==> config.mk <==
export PLATFORM = sky130hd
export DESIGN_NAME = io_cell_cfg_regs
export DESIGN_NICKNAME = d
export VERILOG_FILES = /design/src/rtl/io_cell_cfg_pkg.sv /design/src/rtl/io_cell_cfg_apply_seq.sv /design/src/rtl/io_cell_cfg_regs.sv
export SDC_FILE = /design/constraint.sdc
export NUM_CORES = 1
export LEC_CHECK = 0
export ABC_AREA = 1
export BUFFER_PORTS_ARGS = -buffer_cell sky130_fd_sc_hd__buf_2
export CAP_MARGIN = 20
export CORE_MARGIN = 4
export CORE_UTILIZATION = 51
export DETAILED_ROUTE_END_ITERATION = 10
export PLACE_DENSITY = 0.84
export SLEW_MARGIN = 20
export SYNTH_ARGS = -nofsm -noshare
export SYNTH_HDL_FRONTEND = slang
export SYNTH_SLANG_ARGS = --single-unit
==> constraint.sdc <==
create_clock -name clk_in -period 2.1 [get_ports clk_in]
set_input_delay 0.21 -clock clk_in [delete_from_list [all_inputs] [get_ports clk_in]]
set_output_delay 0.21 -clock clk_in [all_outputs]
set_load 0.02 [all_outputs]
==> src/rtl/io_cell_cfg_pkg.sv <==
// Shared constants for the IO cell configuration register bank:
// register offsets, CTRL/STATUS bit positions and the apply-sequencer states.
package io_cell_cfg_pkg;

  localparam int unsigned CTRL_OFFSET   = 32'h000;
  localparam int unsigned STATUS_OFFSET = 32'h004;
  localparam int unsigned CELL_BASE     = 32'h040;
  localparam int unsigned ACTIVE_BASE   = 32'h100;

  localparam int CTRL_COMMIT_BIT    = 0;
  localparam int CTRL_LOCK_BIT      = 1;

  localparam int STATUS_BUSY_BIT    = 0;
  localparam int STATUS_LOCKED_BIT  = 1;
  localparam int STATUS_PENDING_BIT = 2;

  typedef enum logic {
    IDLE  = 1'b0,
    APPLY = 1'b1
  } apply_state_e;

endpackage

==> src/rtl/io_cell_cfg_apply_seq.sv <==
// Apply sequencer: walks the cells one at a time after a commit, spacing the
// per-cell load strobes APPLY_GAP cycles apart so pad drivers do not all
// switch together.
//
//   state | meaning
//   ------+------------------------------------------------------------
//   IDLE  | no apply in progress; waits for an accepted commit
//   APPLY | walking cells; load cell idx whenever the gap counter is 0
module io_cell_cfg_apply_seq
  import io_cell_cfg_pkg::*;
#(
  parameter int NUM_CELLS = 10,
  parameter int APPLY_GAP = 4
) (
  input  logic                 clk_in,
  input  logic                 reset_int,
  input  logic                 start,
  output logic                 busy,
  output logic                 apply_done,
  output logic [NUM_CELLS-1:0] load
);

  localparam int IDX_W = (NUM_CELLS > 1) ? $clog2(NUM_CELLS) : 1;
  localparam logic [IDX_W-1:0] LAST_IDX   = IDX_W'(NUM_CELLS - 1);
  localparam logic [7:0]       GAP_RELOAD = 8'(APPLY_GAP - 1);

  apply_state_e     state_q, state_d;
  logic [IDX_W-1:0] idx_q, idx_d;
  logic [7:0]       gap_q, gap_d;
  logic             done_d;
  logic             step;

  // State, cell index, gap counter and the registered done pulse.
  always_ff @(posedge clk_in or negedge reset_int) begin
    if (!reset_int) begin
      state_q    <= IDLE;
      idx_q      <= '0;
      gap_q      <= '0;
      apply_done <= 1'b0;
    end else begin
      state_q    <= state_d;
      idx_q      <= idx_d;
      gap_q      <= gap_d;
      apply_done <= done_d;
    end
  end

  // Next-state logic: a cell is loaded on every cycle the gap counter hits 0.
  always_comb begin
    state_d = state_q;
    idx_d   = idx_q;
    gap_d   = gap_q;
    done_d  = 1'b0;
    step    = 1'b0;
    case (state_q)
      IDLE: begin
        if (start) begin
          state_d = APPLY;
          idx_d   = '0;
          gap_d   = '0;
        end
      end
      APPLY: begin
        if (gap_q == 8'd0) begin
          step  = 1'b1;
          gap_d = GAP_RELOAD;
          idx_d = idx_q + 1'b1;
          if (idx_q == LAST_IDX) begin
            state_d = IDLE;
            idx_d   = '0;
            done_d  = 1'b1;
          end
        end else begin
          gap_d = gap_q - 8'd1;
        end
      end
      default: state_d = IDLE;
    endcase
  end

  for (genvar i = 0; i < NUM_CELLS; i++) begin : g_load
    assign load[i] = step && (idx_q == IDX_W'(i));
  end

  assign busy = (state_q == APPLY);

endmodule

==> src/rtl/io_cell_cfg_regs.sv <==
// APB register bank for the IO cell frame configuration. Software writes the
// staged per-cell values, then commits; the apply sequencer copies them into
// the active cell_cfg vector one cell at a time. A sticky lock freezes all
// writes until reset.
module io_cell_cfg_regs
  import io_cell_cfg_pkg::*;
#(
  parameter int CONF_WIDTH = 5,
  parameter int NUM_CELLS  = 10,
  parameter int APB_AW     = 12,
  parameter int APPLY_GAP  = 4,
  parameter logic [NUM_CELLS*CONF_WIDTH-1:0] RESET_CFG = '0
) (
  input  logic                            clk_in,
  input  logic                            reset_int,
  input  logic                            psel,
  input  logic                            penable,
  input  logic                            pwrite,
  input  logic [APB_AW-1:0]               paddr,
  input  logic [31:0]                     pwdata,
  output logic [31:0]                     prdata,
  output logic                            pready,
  output logic                            pslverr,
  output logic [NUM_CELLS*CONF_WIDTH-1:0] cell_cfg,
  output logic                            apply_done
);

  localparam int CFG_W   = NUM_CELLS * CONF_WIDTH;
  localparam int CELL_AW = APB_AW - 2;

  logic [CFG_W-1:0]     staged_q;
  logic [CFG_W-1:0]     active_q;
  logic                 locked_q;
  logic                 busy;
  logic [NUM_CELLS-1:0] load;

  logic                 access;
  logic [APB_AW-1:0]    addr_a;
  logic [APB_AW-1:0]    cell_off;
  logic [APB_AW-1:0]    act_off;
  logic [CELL_AW-1:0]   cell_sel;
  logic [CELL_AW-1:0]   act_sel;
  logic                 is_ctrl, is_status, is_cell, is_active, mapped;
  logic                 err;
  logic                 wr_ok;
  logic                 commit;
  logic                 lock_set;
  logic                 cell_we;
  logic                 pending;
  logic [31:0]          rd_data;
  logic                 unused_bits;

  assign access   = psel & penable;
  assign addr_a   = {paddr[APB_AW-1:2], 2'b00};
  assign cell_off = addr_a - APB_AW'(CELL_BASE);
  assign act_off  = addr_a - APB_AW'(ACTIVE_BASE);
  assign cell_sel = cell_off[APB_AW-1:2];
  assign act_sel  = act_off[APB_AW-1:2];

  assign is_ctrl   = (addr_a == APB_AW'(CTRL_OFFSET));
  assign is_status = (addr_a == APB_AW'(STATUS_OFFSET));
  assign is_cell   = (addr_a >= APB_AW'(CELL_BASE)) &&
                     (cell_off < APB_AW'(4 * NUM_CELLS));
  assign is_active = (addr_a >= APB_AW'(ACTIVE_BASE)) &&
                     (act_off < APB_AW'(4 * NUM_CELLS));
  assign mapped    = is_ctrl | is_status | is_cell | is_active;

  assign pending = (staged_q != active_q);

  // Error decode: any rejected write is dropped entirely, including its
  // LOCK bit when a COMMIT in the same word is refused.
  always_comb begin
    err = 1'b0;
    if (access) begin
      if (!mapped) begin
        err = 1'b1;
      end else if (pwrite) begin
        if (is_status || is_active) begin
          err = 1'b1;
        end else if (locked_q) begin
          err = 1'b1;
        end else if (is_cell && busy) begin
          err = 1'b1;
        end else if (is_ctrl && pwdata[CTRL_COMMIT_BIT] && busy) begin
          err = 1'b1;
        end
      end
    end
  end

  assign wr_ok    = access & pwrite & ~err;
  assign commit   = wr_ok & is_ctrl & pwdata[CTRL_COMMIT_BIT];
  assign lock_set = wr_ok & is_ctrl & pwdata[CTRL_LOCK_BIT];
  assign cell_we  = wr_ok & is_cell;

  // Read mux; CTRL and unmapped addresses read as zero.
  always_comb begin
    rd_data = '0;
    if (is_status) begin
      rd_data[STATUS_BUSY_BIT]    = busy;
      rd_data[STATUS_LOCKED_BIT]  = locked_q;
      rd_data[STATUS_PENDING_BIT] = pending;
    end
    for (int i = 0; i < NUM_CELLS; i++) begin
      if (is_cell && (cell_sel == CELL_AW'(i))) begin
        rd_data[CONF_WIDTH-1:0] = staged_q[i*CONF_WIDTH +: CONF_WIDTH];
      end
      if (is_active && (act_sel == CELL_AW'(i))) begin
        rd_data[CONF_WIDTH-1:0] = active_q[i*CONF_WIDTH +: CONF_WIDTH];
      end
    end
  end

  assign prdata  = access ? rd_data : 32'd0;
  assign pslverr = err;
  assign pready  = 1'b1;

  // Staged configuration written by software.
  always_ff @(posedge clk_in or negedge reset_int) begin
    if (!reset_int) begin
      staged_q <= RESET_CFG;
    end else begin
      for (int i = 0; i < NUM_CELLS; i++) begin
        if (cell_we && (cell_sel == CELL_AW'(i))) begin
          staged_q[i*CONF_WIDTH +: CONF_WIDTH] <= pwdata[CONF_WIDTH-1:0];
        end
      end
    end
  end

  // Active configuration, updated one cell per sequencer strobe.
  always_ff @(posedge clk_in or negedge reset_int) begin
    if (!reset_int) begin
      active_q <= RESET_CFG;
    end else begin
      for (int i = 0; i < NUM_CELLS; i++) begin
        if (load[i]) begin
          active_q[i*CONF_WIDTH +: CONF_WIDTH] <= staged_q[i*CONF_WIDTH +: CONF_WIDTH];
        end
      end
    end
  end

  // Sticky lock; only reset clears it.
  always_ff @(posedge clk_in or negedge reset_int) begin
    if (!reset_int) begin
      locked_q <= 1'b0;
    end else if (lock_set) begin
      locked_q <= 1'b1;
    end
  end

  io_cell_cfg_apply_seq #(
    .NUM_CELLS (NUM_CELLS),
    .APPLY_GAP (APPLY_GAP)
  ) u_apply_seq (
    .clk_in     (clk_in),
    .reset_int  (reset_int),
    .start      (commit),
    .busy       (busy),
    .apply_done (apply_done),
    .load       (load)
  );

  assign cell_cfg = active_q;

  assign unused_bits = ^{pwdata[31:CONF_WIDTH], paddr[1:0]};

endmodule

* Word level (Yosys, flattened, before mapping)
Cells that the tools add are included.
W data, S select, Z words.
** Word-level totals
- Bits in registers :: 115
- Input bits :: 49
- Output and inout bits :: 85
- Logic and storage cells :: 173
** Operators by class
- Add/sub/neg operators :: 4
- Order comparisons :: 4
- Eq/ne operators :: 31
- Multiplexer cells :: 45
- Bitwise operators :: 12
- Reductions and logical operators :: 52
** Operators by type and width (count)
- $mux W5 :: 21
- $eq A10 B3 Y1 const B :: 8
- $ne A50 B50 Y1 :: 1
- $logic_and A1 B1 Y1 :: 45
- $eq A10 B2 Y1 const B :: 4
- $eq A10 B4 Y1 const B :: 4
- $eq A10 B1 Y1 const B :: 3
- $lt A12 B6 Y1 const B :: 2
- $logic_not A10 Y1 :: 2
- $eq A4 B3 Y1 const B :: 4
- $mux W8 :: 2
- $pmux W8 S2 :: 1
- $mux W1 :: 15
- $ge A12 B7 Y1 const B :: 1
- $ge A12 B9 Y1 const B :: 1
- $logic_not A12 Y1 :: 1
- $mux W4 :: 3
- $sub A12 B7 Y12 const B :: 1
- $sub A12 B9 Y12 const B :: 1
- $eq A4 B2 Y1 const B :: 2
- $eq A4 B4 Y1 const B :: 2
- $logic_not A8 Y1 :: 1
- $pmux W4 S2 :: 1
- $sub A8 B1 Y8 const B :: 1
- other kinds (11) :: 21

* Logic depth before layout (Yosys ltp)
- Word-level depth :: 25
- Gate-level depth with buffers :: 29
- Gate-level depth less buffers :: 29

* By module
Synthesis repeated with hierarchy kept, for this count alone.
** Unflattened totals
- Cell total of the unflattened synthesis :: 1091
- Area total of the unflattened synthesis :: 7405.9 sq um
** Modules (own cells, without submodules)
- io_cell_cfg_regs :: times used 1, cells each 963, area each 6506.2 sq um, seq. area each 2527.4 sq um
- io_cell_cfg_apply_seq :: times used 1, cells each 128, area each 899.6 sq um, seq. area each 350.3 sq um

* Worst setup path after synthesis
OpenSTA, ideal clock, no wires.
- Kind :: input -> output
- From :: input port paddr[7]
- To :: output port prdata[4]
- Data arrival time :: 2.090 ns
- Required time :: 1.890 ns
- Setup slack :: -0.200 ns
- Stages on the path :: 24
- Path buffers :: 1
- Path through :: nor2_2 nand3_2 nor2_4 nand2_4 buf_6 nor2_8 inv_2 o21ai_2 inv_2 nand3_1 o21ai_1 nand2_1 nand2_1 nand2_1 nand2_1 nand2_1 nand2_1 nand2_1 nand2_1 nand2_1 nand2_1 nand2_1 nand2_1 a21oi_1
** Between the ends
- Word-level cells in the longest chain between the ends :: 25
- Elaborated cells on any way between the ends :: 69
- Those cells by class :: add/sub (2); order compare (4); eq/ne (18); mux (21); reduce/logical (24)
** RTL lines
- from (decl) :: line io_cell_cfg_regs.sv:19 : input logic [APB_AW-1:0] paddr,
- $sub A12 B7 Y12 :: line io_cell_cfg_regs.sv:55 : assign cell_off = addr_a - APB_AW'(CELL_BASE);
- $lt A12 B6 Y1 :: line io_cell_cfg_regs.sv:63 : (cell_off < APB_AW'(4 * NUM_CELLS));
- $logic_and A1 B1 Y1 :: line io_cell_cfg_regs.sv:62 : assign is_cell = (addr_a >= APB_AW'(CELL_BASE)) &&
- $logic_and A1 B1 Y1 :: line io_cell_cfg_regs.sv:105 : if (is_cell && (cell_sel == CELL_AW'(i))) begin
- $mux W5 :: line io_cell_cfg_regs.sv:105
- $mux W5 :: line io_cell_cfg_regs.sv:108 : if (is_active && (act_sel == CELL_AW'(i))) begin
- $mux W5 :: line io_cell_cfg_regs.sv:105
- $mux W5 :: line io_cell_cfg_regs.sv:108
- [... 9 more ...]
- $mux W5 :: line io_cell_cfg_regs.sv:108
- $mux W5 :: line io_cell_cfg_regs.sv:105
- $mux W5 :: line io_cell_cfg_regs.sv:108
- $mux W5 :: line io_cell_cfg_regs.sv:105
- $mux W5 :: line io_cell_cfg_regs.sv:108
- $mux W5 :: line io_cell_cfg_regs.sv:105
- $mux W5 (*) :: line io_cell_cfg_regs.sv:108
- $mux W5 (*) :: line io_cell_cfg_regs.sv:114 : assign prdata = access ? rd_data : 32'd0;
- to (decl) :: line io_cell_cfg_regs.sv:21 : output logic [31:0] prdata,
Every way passes the cells marked *; elsewhere a longest branch is shown, timed or not.

* Worst setup path in the final report
- From :: register active_q[15], in the netlist cell_cfg[15]
- To :: output port prdata[2]
** Between the ends
- Word-level cells in the longest chain between the ends :: 23
** RTL lines
- from (decl) :: line io_cell_cfg_regs.sv:32 : logic [CFG_W-1:0] active_q;
- from (signal, indexed assignment) :: line io_cell_cfg_regs.sv:138 : active_q[i*CONF_WIDTH +: CONF_WIDTH] <= staged_q[i*CONF_WIDTH +: CONF_WIDTH];
- $ne A50 B50 Y1 :: line io_cell_cfg_regs.sv:68 : assign pending = (staged_q != active_q);
- $mux W3 :: line io_cell_cfg_regs.sv:99 : if (is_status) begin
- $mux W5 :: line io_cell_cfg_regs.sv:105
- $mux W5 :: line io_cell_cfg_regs.sv:108
- $mux W5 :: line io_cell_cfg_regs.sv:105
- $mux W5 :: line io_cell_cfg_regs.sv:108
- $mux W5 :: line io_cell_cfg_regs.sv:105
- $mux W5 :: line io_cell_cfg_regs.sv:108
- [... 7 more ...]
- $mux W5 :: line io_cell_cfg_regs.sv:108
- $mux W5 :: line io_cell_cfg_regs.sv:105
- $mux W5 :: line io_cell_cfg_regs.sv:108
- $mux W5 :: line io_cell_cfg_regs.sv:105
- $mux W5 :: line io_cell_cfg_regs.sv:108
- $mux W5 :: line io_cell_cfg_regs.sv:105
- $mux W5 :: line io_cell_cfg_regs.sv:108
- $mux W5 :: line io_cell_cfg_regs.sv:114
Every way passes these cells.

==> flow_metrics.tcl <==
set metrics [dict create \
    die_y_um 125 \
    grt_first_pass_wirelength_um 37000 \
    final_area_mm2 0.0102 \
    holdCritPathClass "in2reg" \
    start_util_pct 52.2 \
    ioPinCount 134 \
    leakage_nw 5.21 \
    r2r_end "cell_cfg[47]" \
    grt_pass1_vias 7459 \
    placed_area_mm2 0.00914 \
    layout_setup_ws_ns -1.09 \
    rsz0062_at_grt "yes" \
    avgRoutedWirePerCell_um 16.1 \
    ys_ff_latch 115 \
    min_from "pwdata[1]" \
    hold_viol 0 \
    violations "negative setup slack" \
    power_density_mw_per_mm2 552 \
    gp_congestion 0.997 \
    hold_path_end "locked_q" \
    vias 8041 \
    htreeDepth 4 \
    min_path_cells 3 \
    yosysWarnings 0 \
    cts_tree "built" \
    clkSinkCount 115 \
    insertion_delay_ns 0.44 \
    maxCapViolCount 0 \
    critical_path_arrival_ns 2.98 \
    synth_top_cell_by_area "dfrtp_1" \
    num_rows 42 \
    grt_max_degree 116 \
    slew_headroom_pct 58.3 \
    cts_root_buf "clkbuf_16" \
    critPathKind "reg2out" \
    post-route-period-util_pct 152 \
    start_kind "flop" \
    r2r_cells 11 \
    ir_drop_mv 0.549 \
    grt_use_total_pct 29.8 \
    r2r_slack_ns 0.14 \
    drive_above_1_share_pct 35.6 \
    fillers 864 \
    antenna_found_initial 1 \
    die_x_um 125 \
    worstMarginPinSlew_ns 0.626 \
    final_nets 1361 \
    clk_pin_slew_ns 0.05 \
    drv_slew 0 \
    syn_avg_cell_area_um2 6.96 \
    coreArea_mm2 0.0133 \
    clk_path_buf_depth 2 \
    crit_required_ns 1.89 \
    synthTopCellsByArea "dfrtp_1 41%, nand2_1 19%, o21ai_0 8.7%" \
    synth_area_mm2 0.00695 \
    grt_overflow 0 \
    finalCriticalPeriod_ns 3.19 \
    syn_to_final_growth_pct 47.3 \
    seqCellArea_mm2 0.00291 \
    setup-violations-final 6 \
    numCtsBuffers 17 \
    ant_nets 0 \
    yosysUniqueCellTypes 35 \
    yosysTopAreaCellShare_pct 41.4 \
    critPathCaptureType "output port" \
    routed_wl_um 24100 \
    reg2reg_from "u_apply_seq.gap_q[0]" \
    ys_seq_area_share_pct 41.4 \
    skew_ns 0.00937 \
    hpwl_um 16400 \
    multiInputGateArea_mm2 0.00368 \
    drt-pass1-iter-count 6 \
    place_ws_ns -0.708 \
    first_iter_violations 895 \
    vias_per_cell 5.36 \
    path_max_fanout 2 \
    die_area_mm2 0.0156 \
    outcome "finished with violations" \
    drcViolationCount 0 \
    syn_inst 998 \
    fin_tns_setup_ns -3.73 \
    fmax_mhz 313 \
    io_buffers 76 \
]
area by class of cell:
cell class              count  area share, %
diodes                      1         0.0245
flip-flops and latches    115           28.5
inverters                 159           6.08
clock buffers              22           4.63
multi-input cells         720           36.0
well taps                 176           2.15
clock inverters            10           1.50
repair buffers            297           21.2
placed cells by master, fill, tap and decap left out, types with 26 or more instances in the layout:
cell type,instances
nand2_1,320
dfrtp_1,86
inv_1,133
a21oi_1,26
buf_4,212
conb_1,28
buf_2,65
nor2_1,51
nand3_1,27
dfrtp_2,29
o21ai_0,119
kinds of logic after synthesis:
family / synth area share, %
buffers and inverters: 11.8
muxes: 0.648
xor gates and xnor gates: 2.65
other: 0.108
adders and majority gates: 0.360
AOI/OAI and AO/OA: 13.1
DFF: 41.4
and+or+nand+nor: 29.9
sequential cells by signal, indices dropped and copies added, names as in the netlist:
name,count
u_apply_seq.idx_q,4
u_apply_seq.busy,1
cell_cfg,50
staged_q,50
u_apply_seq.apply_done,1
locked_q,1
u_apply_seq.gap_q,8
power breakdown:
part	total (mW)	leakage (nW)	internal, mW	switching, mW
registers	2.22	1.49	2.22	0.000791
clock network	3.11	0.314	2.07	1.05
logic	0.317	3.40	0.0907	0.226
total	5.65	5.21	4.38	1.27
per-stage QoR:
step | hold slack [ns] | utilization (%) | power (mW) | instances
global route | 0.0441 | 77.0 | 5.81 | 1500
CTS | 0.0337 | 74.9 | 5.64 | 1490
global placement | 0.344 | 68.8 | 2.53 | 1455
detailed placement | 0.348 | 68.8 | 2.53 | 1455
floorplan | -0.0856 | - | 2.42 | 1024
finish | 0.0488 | 77.0 | 5.65 | 1500
what timing repair did:
| item | 4_1_cts | 5_1_grt |
|---|---|---|
| pin swaps | 24 | 45 |
| setup endpoints to repair | 5 | 25 |
| hold endpoints to repair | 115 | 0 |
| hold buffers | 1 | 0 |
| resized for setup | 48 | 62 |
| setup buffers | 2 | 10 |
Yosys cell counts (all sizes together):
master,instances
o211ai,2
o31ai,2
nor3,7
conb,2
o221ai,1
a21oi,31
o22ai,5
xnor2,14
mux2,4
o21ai,132
nand3,36
dfrtp,115
xor2,7
nand4,19
clkbuf,1
ha,2
buf,29
nor4,2
or2,1
inv,159
nand2,349
nor2,78
worst max-delay path, stage by stage (launching register included):
cell	delay, ns
dfrtp_1	0.40
xnor2_2	0.20
nand2_1	0.09
nor2_2	0.14
nand3_1	0.10
nor2_2	0.17
nand2_1	0.07
nand2_1	0.05
nand2_1	0.04
nand2_1	0.08
nand2_1	0.06
nand2_1	0.05
nand2_1	0.04
nand2_1	0.06
nand2_1	0.05
nand2_1	0.07
nand2_1	0.05
nand2_1	0.06
nand2_1	0.05
nand2_1	0.06
nand2_1	0.05
nand2_1	0.05
nand2_1	0.06
nand2_1	0.09
nand2_1	0.07
nand2_2	0.09
a21oi_4	0.06
buf_6	0.15
worst max-delay path by stage:
stage / start / to / depth (start not counted) / slack, ns
global route: cell_cfg[10] / prdata[2] / 30 / -1.37
detailed placement: paddr[9] / prdata[1] / 26 / -0.71
finish: cell_cfg[15] / prdata[2] / 27 / -1.09
CTS: cell_cfg[16] / prdata[2] / 29 / -1.02
floorplan: paddr[7] / prdata[1] / 22 / -0.05
global placement: cell_cfg[15] / prdata[2] / 27 / -0.66
metal layers:
layer | wire length, um | track usage [%] | vias up | part of all wire, %
met5 | 0 | 0 | - | 0
met4 | 1190 | 15.0 | 0 | 4.9
met3 | 2250 | 7.33 | 113 | 9.3
met2 | 11500 | 47.6 | 449 | 48
met1 | 9150 | 37.5 | 3749 | 38
li1 | - | - | 3730 | -
(Power assumes the default switching activity.)
